`config.mk`:
```
export PLATFORM = sky130hd
export DESIGN_NAME = serial_par
export DESIGN_NICKNAME = d
export VERILOG_FILES = /design/src/rtl/serial_par.sv
export SDC_FILE = /design/constraint.sdc
export NUM_CORES = 1
export LEC_CHECK = 0
export ABC_AREA = 1
export CAP_MARGIN = 30
export CORE_MARGIN = 5
export CORE_UTILIZATION = 37
export CTS_CLUSTER_DIAMETER = 120
export DETAILED_ROUTE_END_ITERATION = 16
export HOLD_SLACK_MARGIN = 0.12
export PLACE_DENSITY = 0.61
export SKIP_CTS_REPAIR_TIMING = 1
export SLEW_MARGIN = 20
export SYNTH_ARGS = -nofsm -noshare
export SYNTH_HDL_FRONTEND = slang
export SYNTH_SLANG_ARGS = --single-unit
export TNS_END_PERCENT = 5
```
`constraint.sdc`:
```
create_clock -name clk_32f -period 3.7 [get_ports clk_32f]
set_input_delay 1.11 -clock clk_32f [delete_from_list [all_inputs] [get_ports clk_32f]]
set_output_delay 1.11 -clock clk_32f [all_outputs]
set_load 0.01 [all_outputs]
```
`src/rtl/serial_par.sv`:
```
// -----------------------------------------------------------------------------
// serial_par
//
// Serial-to-parallel receive stage running at 32x the word rate. A 1-bit line
// is deserialised MSB first into bytes. Byte alignment is acquired from a run
// of LOCK_COUNT consecutive COMMA characters. Once locked, every byte boundary
// presents the received byte on out_data. The valid flag out is set for data
// bytes and cleared for commas.
//
// Parameters
//   COMMA       idle/alignment character (default 8'hBC)
//   LOCK_COUNT  consecutive aligned commas needed for lock, 2..7 (default 4)
//
// Ports
//   clk_32f   in   bit clock, one serial bit per rising edge
//   reset     in   synchronous, active-high reset
//   data_in   in   serial line, MSB of each byte first
//   out_data  out  [7:0] last completed byte (registered)
//   out       out  out_data is a data byte and the block is locked
//   active    out  high while the receiver is locked
//
// Build option
//   SERIAL_PAR_BIT_ALIGN_EN  when defined, SEARCH compares against COMMA on
//                            every bit and re-phases the byte counter on a
//                            hit, which recovers an arbitrary bit offset.
//                            When undefined, byte phase is fixed by reset
//                            release.
// -----------------------------------------------------------------------------
module serial_par #(
    parameter logic [7:0]  COMMA      = 8'hBC,
    parameter int unsigned LOCK_COUNT = 4
) (
    input  logic       clk_32f,
    input  logic       reset,
    input  logic       data_in,
    output logic [7:0] out_data,
    output logic       out,
    output logic       active
);

    typedef enum logic [1:0] {
        SEARCH = 2'd0,
        COUNT  = 2'd1,
        LOCKED = 2'd2
    } state_t;

    localparam logic [2:0] LOCK_CNT3 = 3'(LOCK_COUNT);

    state_t     state, state_nxt;
    logic [6:0] sh;
    logic [2:0] bit_cnt, bit_cnt_nxt;
    logic [2:0] bc_cnt,  bc_cnt_nxt;
    logic [2:0] bc_inc;
    logic [7:0] win;
    logic [7:0] out_data_nxt;
    logic       out_nxt;
    logic       active_nxt;
    logic       boundary;
    logic       is_comma;

    // Candidate byte includes the bit arriving this cycle.
    assign win      = {sh, data_in};
    assign boundary = (bit_cnt == 3'd7);
    assign is_comma = (win == COMMA);
    assign bc_inc   = bc_cnt + 3'd1;

    // State and datapath registers.
    // NOTE: non-blocking assignments keep every register sampling the
    // pre-edge values, so the order of statements here does not matter.
    always_ff @(posedge clk_32f) begin
        if (reset) begin
            state    <= SEARCH;
            sh       <= '0;
            bit_cnt  <= '0;
            bc_cnt   <= '0;
            out_data <= '0;
            out      <= 1'b0;
            active   <= 1'b0;
        end else begin
            state    <= state_nxt;
            sh       <= win[6:0];
            bit_cnt  <= bit_cnt_nxt;
            bc_cnt   <= bc_cnt_nxt;
            out_data <= out_data_nxt;
            out      <= out_nxt;
            active   <= active_nxt;
        end
    end

    // Next-state logic.
    // NOTE: every signal gets a default before the case so no path leaves a
    // variable unassigned, which would otherwise infer a latch.
    always_comb begin
        state_nxt   = state;
        bc_cnt_nxt  = bc_cnt;
        bit_cnt_nxt = bit_cnt + 3'd1;

        unique case (state)
            SEARCH: begin
`ifdef SERIAL_PAR_BIT_ALIGN_EN
                // Hunt on every bit; a hit makes the next boundary land
                // exactly 8 cycles later.
                if (is_comma) begin
                    state_nxt   = COUNT;
                    bc_cnt_nxt  = 3'd1;
                    bit_cnt_nxt = 3'd0;
                end
`else
                if (boundary && is_comma) begin
                    state_nxt  = COUNT;
                    bc_cnt_nxt = 3'd1;
                end
`endif
            end

            COUNT: begin
                if (boundary) begin
                    if (is_comma) begin
                        bc_cnt_nxt = bc_inc;
                        if (bc_inc == LOCK_CNT3) begin
                            state_nxt = LOCKED;
                        end
                    end else begin
                        state_nxt  = SEARCH;
                        bc_cnt_nxt = 3'd0;
                    end
                end
            end

            LOCKED: begin
                // Only reset leaves LOCKED.
            end

            default: begin
                state_nxt  = SEARCH;
                bc_cnt_nxt = 3'd0;
            end
        endcase
    end

    // Next-output logic. Outputs are registered, so active rises on the same
    // edge that moves the state register into LOCKED, and the lock-completing
    // comma never reaches out_data.
    always_comb begin
        out_data_nxt = 8'h00;
        out_nxt      = 1'b0;
        active_nxt   = (state_nxt == LOCKED);

        if (state == LOCKED) begin
            out_data_nxt = out_data;
            out_nxt      = out;
            if (boundary) begin
                out_data_nxt = win;
                out_nxt      = !is_comma;
            end
        end
    end

endmodule

```
# Yosys cells after proc, flatten, opt, wreduce, memory -nomap -nowiden
# Cells that the tools add are included.
# op_classes
eq_ne,8
reduce_logical,5
add_sub_neg,2
bitwise,1
muxes,9
# op_table
cell,n
two-way mux 3 bit,3
case mux 3 bit (3 select lines),1
"== test 8 bit, second input constant",1
two-way mux 2 bit,4
"adder 3 x 1 -> 3 bit, second input constant",2
"== test 3 bit, second input constant",2
case mux 2 bit (3 select lines),1
"== test 2 bit, second input constant",2
"inequality test 2 bit, second input constant",2
AND reduction 3 bit,1
"== test 2 x 1 -> 1 bit, second input constant",1
logical NOT 2 bit,1
OR reduction 2 bit,1
logical AND 1 bit,1
logical NOT 1 bit,1
inverter 1 bit,1
# totals
ff_bits,25
word_cells,32
out_inout_bits,10
input_bits,3

# Longest topological paths before layout
# Gate-level depths: netlist of run 1.
# depth
ltp_word,7
ltp_mapped,9
mapped_depth_nobuf,9

# Worst setup path before layout of run 1
# No wires, ideal clock.
# synth_path
kind,input-to-reg
from,input data_in
to,register bc_cnt[0]
required_ps,3587
setup_time_ps,113
stages,8
setup_slack_ps,1930
arrival_ps,1658
cell_sequence,inv_1 -> nand2_1 -> nor2_4 -> nand3_1 -> nand2_2 -> nand2_1 -> nor2_1 -> nor2_1
# synth_between
elab_chain_cells,4
word_cells_on_any_way,7
cone_classes,eq/ne (2); mux (3); reduce/logical (2)
# synth_lines
item,line,rtl
start: declaration,35,"input logic data_in,"
== test 8 bit *,64,assign is_comma = (win == COMMA);
two-way mux 3 bit or logical AND 1 bit (tied branches),"118, 109",
two-way mux 3 bit or inequality test 2 bit (tied branches),-,
case mux 3 bit (3 select lines) or AND reduction 3 bit (tied branches),-,
end signal: assignment,83,bc_cnt <= bc_cnt_nxt;
end: declaration,52,"logic [2:0] bc_cnt, bc_cnt_nxt;"
# Mark *: on every way between the ends. The rest lies on a longest branch, timed or not. The select of a mux whose other input is x is not followed.
# A chain may end at the register's enable or synchronous reset.

# Worst setup path in the final report of run 1
# layout_path
from,register out
to,output out
# layout_lines
item,line,rtl
start: declaration,37,"output logic out,"
start signal: assignment,85,out <= out_nxt;
# No word-level cell between the ends.

==> impl_metrics.toml, run 1 <==
[run_status]
status = "completed"

[route]
drc = 0
met1_length_microns = 977
drt_iter0_markers = 40
dr_wl_met3_microns = 92
topRoutingLayerUsed = "met4"
drtPass1Iterations = 4
wl_per_cell_microns = 10.3
via_count = 832
wl_met2_microns = 764
ant_nets = 0
wl_mm = 1.86
routed_via_density = 4.60

[worst_setup_path]
start_kind = "register"
crit_buf_inv = 1
cp_slowest_cell = "clkdlybuf4s50_1"
crit_family = "buffers and inverters"
worstPathArrival_ps = 1220
cp-startpoint = "out"
crit_required_ps = 2590
max_stage_delay_ps = 540
r2r-start = "bit_cnt[0]"
cp_max_fo = 2
worstSetupPathType = "reg2out"
worstPathCellList = "clkdlybuf4s50_1"
cp-end-kind = "primary output"

[power]
ir_drop_mv = 0.187
pwr_density_cell_nw_per_um2 = 347
leakage_nw = 0.458

[sta]
min_period_ps = 2330
rsz0062_at_grt = "no"
setup_violations = 0
fin_ws_ps = 1370
slew_headroom = 0.685
worstMarginPinSlew_ps = 472
max_freq_mhz = 430
period_share = 0.629
finClkSkew_ps = 0.873
fin_tns_setup_ps = 0
drv_slew = 0
hold_viol_final = 0

[synth]
synth_top_family_by_area = "simple AND/OR/NAND/NOR gates"
yosysTopAreaCell = "dfxtp_1"
synth_area_leaders = "dfxtp_1, nand2_1, inv_1"
synth_compound_area_frac = 0.0614
yosys.cell_types.count = 17
synthCells = 136
yosysSeqAreaShare = 0.491
yosys_warnings = 0
synthAdderAreaFrac = 0.0491
yosys.area_share.xor_xnor = 0
synth.area.mux_share = 0
syn-num-nets = 143
synth_area_per_cell_sq_um = 7.49
yosysTopAreaCellShare = 0.491
synth-seq-cells = 25
synth-simple-area-share = 0.308
syn_area_sq_um = 1020

[grt]
gr-total-overflow = 0
grt_use_total = 0.104
grt_max_degree = 16
grt_pass1_wl_mm = 3.46
first_global_vias = 787
grt_antenna_before_repair = 0

[place]
gp_congestion = 0.796
hpwlAfterDp_mm = 1.40
numPortBuffers = 12
pre_cts_ws_ps = 1150

[flow_run]
drv_cap = 0

[clock_network]
root_buffer = "clkbuf_4"
path_clk_slew_ps = 140
cts_sinks = 25
cts_tree = "done"
cts_max_path_buffers = 2
clock_latency_ps = 320
cts_htree_levels = 1
cts_buffers = 3

[layout]
final_common_cell = "nand2_1"
most-common-layout-cells = "nand2_1, dfxtp_1, inv_1, nor2_1, clkdlybuf4s50_1"
drive_above_1_share = 0.0733
fin_nets = 158
syn_to_final_growth_pct = 17.7
diodes = 0

[floorplan]
die_h_microns = 62.5
core_area_sq_um = 2690
ios = 13
initial_core_util = 0.379
die_area_sq_um = 3900
die_w_microns = 62.5
fp-row-count = 19

[worst_hold_path]
hold_start = "bit_cnt[0]"
min_path_type = "reg2reg"
layout make-up:
class	count	area (sq um)
Fill cell	265	1490
Multi-Input combinational cell	87	427
Inverter	22	82.6
Timing Repair Buffer	12	120
Sequential cell	25	500
Tap cell	31	38.8
Clock buffer	3	22.5
Clock inverter	1	7.51
flip-flops by register name, summed over array words and instances, names as in the netlist:
| name | count |
|---|---|
| out | 1 |
| sh | 7 |
| bc_cnt | 3 |
| bit_cnt | 3 |
| state | 2 |
| active | 1 |
| out_data | 8 |
cell families after synthesis:
kind of cell	Yosys count
simple gates	71
buf+inv	24
flops	25
compound gates	12
fa+ha+maj	4
path summary, 6_finish.rpt:
check | slack, ps | depth (start not counted) | to
max | 1370 | 1 | out
max reg2reg | 2160 | 6 | bc_cnt[1]
min reg2reg | 440 | 1 | bit_cnt[0]
min | 440 | 1 | bit_cnt[0]
metal layers:
| layer | GRT usage | up-vias |
|---|---|---|
| met5 | 0 | - |
| met4 | 0.0451 | 0 |
| met3 | 0.0270 | 4 |
| met2 | 0.157 | 19 |
| met1 | 0.139 | 361 |
| li1 | - | 448 |
power by group:
| group | internal, mW | switching (mW) | leakage [nW] |
|---|---|---|---|
| registers | 0.274 | 0.00261 | 0.203 |
| logic | 0.00531 | 0.00823 | 0.241 |
| clock network | 0.0413 | 0.0850 | 0.0139 |
| total | 0.320 | 0.0959 | 0.458 |
synth_stat cells, drive strengths merged:
library cell / instances
a21oi: 11
buf: 1
clkbuf: 1
dfxtp: 25
ha: 4
inv: 22
nand2: 36
nand3: 8
nand4: 4
nor2: 22
nor3: 1
o211ai: 1
per-stage QoR:
stage	hold WS, ps	cell area (sq um)	utilization	cells	total power, mW
global route	474	1200	0.446	181	0.433
finish	438	1200	0.446	181	0.416
global placement	405	1170	0.435	177	0.295
floorplan	399	1020	-	136	0.290
detailed placement	426	1170	0.435	177	0.296
CTS	445	1200	0.446	181	0.420
No activity file was read; power rests on OpenSTA's default activity.
==> run 2, diff against run 1 <==
PLACE_DENSITY = 0.63   (was 0.61)
clock period = 2.03 ns   (was 3.7 ns; I/O delays follow)
==> run 2 against run 1 <==
Critical path depth unchanged. Critical path type unchanged. Cell area up 0.42%. Via count up 2.9%. Clock skew about the same. Sequential share of layout area down 0.17 points. Largest power group unchanged. Clock power up 70%. Worst hold slack worse by 7.3 ps. Combinational power up 84%. Utilization up 0.19 points. Highest routed layer unchanged. Largest cell class unchanged.
==> impl_metrics.toml, run 2 (synthesized netlist as in run 1, its figures left out) <==
[run_status]
status = "completed"

[sta]
hold_viol_final = 0
fin_ws_ps = 213
period_share = 0.895
fin_tns_setup_ps = 0
rsz0062_at_grt = "no"
min_period_ps = 1820
drv_slew = 0
finClkSkew_ps = 1.36
max_freq_mhz = 550
slew_headroom = 0.696
holdWs_ps = 430
worstMarginPinSlew_ps = 456
setup_violations = 0

[clock_network]
cts_max_path_buffers = 2
cts_htree_levels = 1
cts_buffers = 3
clock_latency_ps = 310
root_buffer = "clkbuf_4"
cts_tree = "done"
cts_sinks = 25
path_clk_slew_ps = 130

[power]
ir_drop_mv = 0.375
leakage_nw = 0.466
pwr_density_cell_nw_per_um2 = 617
totalPowerFinal_mw = 0.743

[worst_setup_path]
max_stage_delay_ps = 540
worstSetupPathType = "reg2out"
crit_buf_inv = 1
r2r-end = "bc_cnt[1]"
r2r-start = "bit_cnt[0]"
start_kind = "register"
rr_worst_depth = 6
crit_required_ps = 1420
cp-end-kind = "primary output"
cp_slowest_cell = "clkdlybuf4s50_1"
crit_family = "buffers and inverters"
worstPathCellList = "clkdlybuf4s50_1"
cp_max_fo = 2
worstPathArrival_ps = 1210
rrSetupSlack_ps = 450

[grt]
grt_use_total = 0.107
grt_pass1_wl_mm = 3.53
grt_antenna_before_repair = 0
grt_max_degree = 15
first_global_vias = 872
gr-total-overflow = 0

[route]
drc = 0
via_count = 856
routed_via_density = 4.70
drt_iter0_markers = 29
wl_mm = 1.88
ant_nets = 0
drtPass1Iterations = 4
wl_per_cell_microns = 10.3

[worst_hold_path]
hold_path_end = "bit_cnt[0]"
hold_start = "bit_cnt[0]"
min_path_type = "reg2reg"
min_path_cells = 1

[floorplan]
die_area_sq_um = 3900
die_h_microns = 62.5
initial_core_util = 0.379
core_area_sq_um = 2690
die_w_microns = 62.5
fp-row-count = 19
ios = 13

[place]
hpwlAfterDp_mm = 1.41
numPortBuffers = 12
pre_cts_ws_ps = 202
gp_congestion = 0.875

[layout]
most-common-layout-cells = "nand2_1, dfxtp_1, inv_1, nor2_1, clkdlybuf4s50_1"
largest_reg_flops = 8
reg_top3 = "out_data (8), sh (7)"
final_common_cell = "nand2_1"
drive_above_1_share = 0.0795
diodes = 0
syn_to_final_growth_pct = 18.2
fin_nets = 159
largest_register = "out_data"
fillers = 289

[flow_run]
drv_cap = 0
[run 2: cell types whose count changed in the layout (fill, tap and decap cells not counted)]
cell        before  now
clkinv_2         0    1
buf_4            0    1
clkinvlp_4       1    0
[run 2: where the power goes]
| part | switching (mW) | leakage (nW) | internal, mW |
|---|---|---|---|
| sequential | 0.00476 | 0.203 | 0.499 |
| combinational | 0.0145 | 0.246 | 0.0105 |
| clock | 0.141 | 0.0177 | 0.0735 |
| total | 0.160 | 0.466 | 0.583 |
[run 2: how the worst max path moves through the flow]
stage	from	endpoint	cells after the start
detailed placement	data_in	bc_cnt[0]	9
CTS	out_data[5]	out_data[5]	1
global route	out_data[5]	out_data[5]	1
global placement	data_in	bc_cnt[0]	9
finish	out_data[5]	out_data[5]	1
floorplan	data_in	bc_cnt[0]	8
[run 2: stage by stage]
stage	cells	util	area (sq um)
5_1_grt	182	0.448	1200
2_1_floorplan	136	-	1020
3_5_place_dp	178	0.438	1180
4_1_cts	182	0.448	1200
6_report	182	0.448	1200
3_3_place_gp	178	0.438	1180
[run 2: layout make-up]
cell class                 instances  area [sq um]  area share
sequential                        25           500       0.416
multi-input combinational         87           427       0.354
timing repair buffer              13           128       0.106
clock buffer                       3          22.5      0.0187
clock inverter                     1          5.00     0.00416
inverter                          22          82.6      0.0686
tap                               31          38.8      0.0322
[run 2: per-layer routing]
metal / GRT usage / up-vias / wire length, microns
met1: 0.124 / 384 / 888
met2: 0.184 / 16 / 863
met5: 0 / - / 0
met3: 0.0288 / 4 / 86
li1: - / 452 / -
met4: 0.0477 / 0 / 37
==> run 3, diff against run 2 <==
ABC_AREA = unset   (was 1)
PLACE_DENSITY = 0.64   (was 0.63)
SETUP_SLACK_MARGIN = 0.5   (was unset)
==> run 3 against run 2 <==
Sequential cell count unchanged. Synthesized cell count fell by 33%. Die area fell by 4.9%. Largest power group unchanged. Largest cell class unchanged. Non-clock buffer count is 2 higher. Cell area down 4.5%.
==> impl_metrics.toml, run 3 <==
[floorplan]
initial_core_util = 0.387
die_area_sq_um = 3710
core_area_sq_um = 2480
die_w_microns = 60.9
ios = 13
die_h_microns = 60.9
fp-row-count = 18

[power]
leakage_nw = 0.455
internal_power_mw = 0.585
power_switching_mw = 0.164
ir_drop_mv = 0.409
clkPwrFrac = 0.296
pwr_density_cell_nw_per_um2 = 652
p_seq_frac = 0.672
swShare = 0.219
totalPowerFinal_mw = 0.749
combPwrFrac = 0.032

[route]
drt_iter0_markers = 11
routed_via_density = 4.89
ant_nets = 0
wl_per_cell_microns = 12.0
drc = 0
via_count = 665
wl_mm = 1.63
drtPass1Iterations = 4

[synth]
ys.flop_type = "dfxtp_1"
yosys_warnings = 0
syn-num-nets = 98
synth_area_leaders = "dfxtp_1, mux2i_1, nor2b_1"
yosys.cell_types.count = 27
synth-edff-count = 0
synth.most_common_cell = "dfxtp_1"
yosysTopAreaCellShare = 0.522
synth-seq-cells = 25
synth_area_per_cell_sq_um = 10.5
synthCells = 91
synthAdderAreaFrac = 0.0522
yosysSeqAreaShare = 0.522
synthArstFlopShare = 0
synth_top_family_by_area = "simple AND/OR/NAND/NOR gates"
synth_compound_area_frac = 0.0821
yosysTopAreaCell = "dfxtp_1"
synth.area.mux_share = 0.0834
synth_commonest_cells = "dfxtp_1, nor2_1, nor2b_1"
syn_area_sq_um = 960
yosys.area_share.xor_xnor = 0
synth-simple-area-share = 0.235

[layout]
seq_area_sq_um = 502
fin_cells = 136
drive_above_1_share = 0.113
fillers = 257
diodes = 0
largest_register = "out_data"
most-common-layout-cells = "dfxtp_1, nor2_1, nor2b_1, clkdlybuf4s50_1, mux2i_1"
final_util = 0.464
reg_top3 = "out_data (8), sh (7)"
final_common_cell = "dfxtp_1"
largest_reg_flops = 8
fin_nets = 114
syn_to_final_growth_pct = 19.8
multi_input_area_sq_um = 434

[worst_setup_path]
cp-end-kind = "primary output"
r2r-start = "bit_cnt[0]"
crit_end = "out_data[0]"
cp_max_fo = 2
rr_worst_depth = 5
cp_slowest_cell = "clkdlybuf4s50_1"
max_stage_delay_ps = 540
crit_buf_inv = 1
worstSetupPathType = "reg2out"
cp-startpoint = "out_data[0]"
worstPathCellList = "clkdlybuf4s50_1"
worstPathArrival_ps = 1220
crit_family = "buffers and inverters"
path_depth = 1
r2r-end = "out"
crit_required_ps = 1420
start_kind = "register"
rrSetupSlack_ps = 480

[place]
gp_congestion = 0.731
hpwlAfterDp_mm = 1.15
dp_cells = 132
numPortBuffers = 12

[sta]
finClkSkew_ps = 1.69
hold_viol_final = 0
min_period_ps = 1830
drv_slew = 0
setup_violations = 0
period_share = 0.901
fin_tns_setup_ps = 0
max_freq_mhz = 547
worstMarginPinSlew_ps = 448
rsz0062_at_grt = "yes"
holdWs_ps = 430
slew_headroom = 0.701

[grt]
gr-total-overflow = 0
grt_use_total = 0.101
first_global_vias = 655
grt_antenna_before_repair = 0
grt_pass1_wl_mm = 2.85
grt_max_degree = 15

[clock_network]
cts_htree_levels = 1
cts_buffers = 3
cts_max_path_buffers = 2
cts_sinks = 25
path_clk_slew_ps = 130
clock_latency_ps = 320
cts_tree = "done"
root_buffer = "clkbuf_4"

[run_status]
status = "completed"

[flow_run]
drv_cap = 0

[worst_hold_path]
min_path_type = "reg2reg"
## run 3: cell types whose count changed after synthesis, sizes merged, moves of 2 or more
cell	change
a21oi	-10
buf	+2
inv	-21
mux2i	+8
nand2	-32
nand3	-8
nand4	-3
nor2	-7
nor2b	+12
o21ai	+4
## run 3: routing by layer
metal / vias up / track usage / part of all wire
met4: 0 / 0.0464 / 0.021
met2: 11 / 0.162 / 0.43
met5: - / 0 / 0
met1: 310 / 0.132 / 0.51
met3: 5 / 0.0191 / 0.032
li1: 339 / - / -
## run 3: layout make-up
type / instances / area share
Multi-Input combinational cell: 61 / 0.378
Timing Repair Buffer: 15 / 0.126
Inverter: 1 / 0.00326
Clock inverter: 1 / 0.00435
Clock buffer: 3 / 0.0196
Tap cell: 30 / 0.0326
Sequential cell: 25 / 0.436
## run 3: worst min-delay path by stage
stage / from / endpoint / slack (ps) / cells after the start
after global placement: bit_cnt[0] / bit_cnt[0] / 410 / 1
final: bit_cnt[0] / bit_cnt[0] / 430 / 1
after global routing: bit_cnt[0] / bit_cnt[0] / 450 / 1
after detailed placement: bit_cnt[0] / bit_cnt[0] / 410 / 1
after floorplan: bit_cnt[0] / bit_cnt[0] / 400 / 1
after CTS: bit_cnt[0] / bit_cnt[0] / 430 / 1
## run 3: cells by family after synthesis
family | after synthesis
compound gates | 12
fa+ha+maj | 4
buf+inv | 5
flops | 25
mux | 8
simple gates | 37
## run 3: power by group through the flow
stage	Combinational (mW)	Clock, mW	Sequential, mW
2_1_floorplan	0.0147	0	0.513
3_3_place_gp	0.0239	0	0.514
3_5_place_dp	0.0244	0	0.514
4_1_cts	0.0246	0.231	0.504
5_1_grt	0.0282	0.247	0.505
6_report	0.0243	0.222	0.503
## run 3: through the flow
stage	setup WS, ps	area [sq um]
3_3_place_gp	132	1120
5_1_grt	158	1150
6_report	201	1150
2_1_floorplan	641	960
3_5_place_dp	82.9	1120
4_1_cts	181	1150
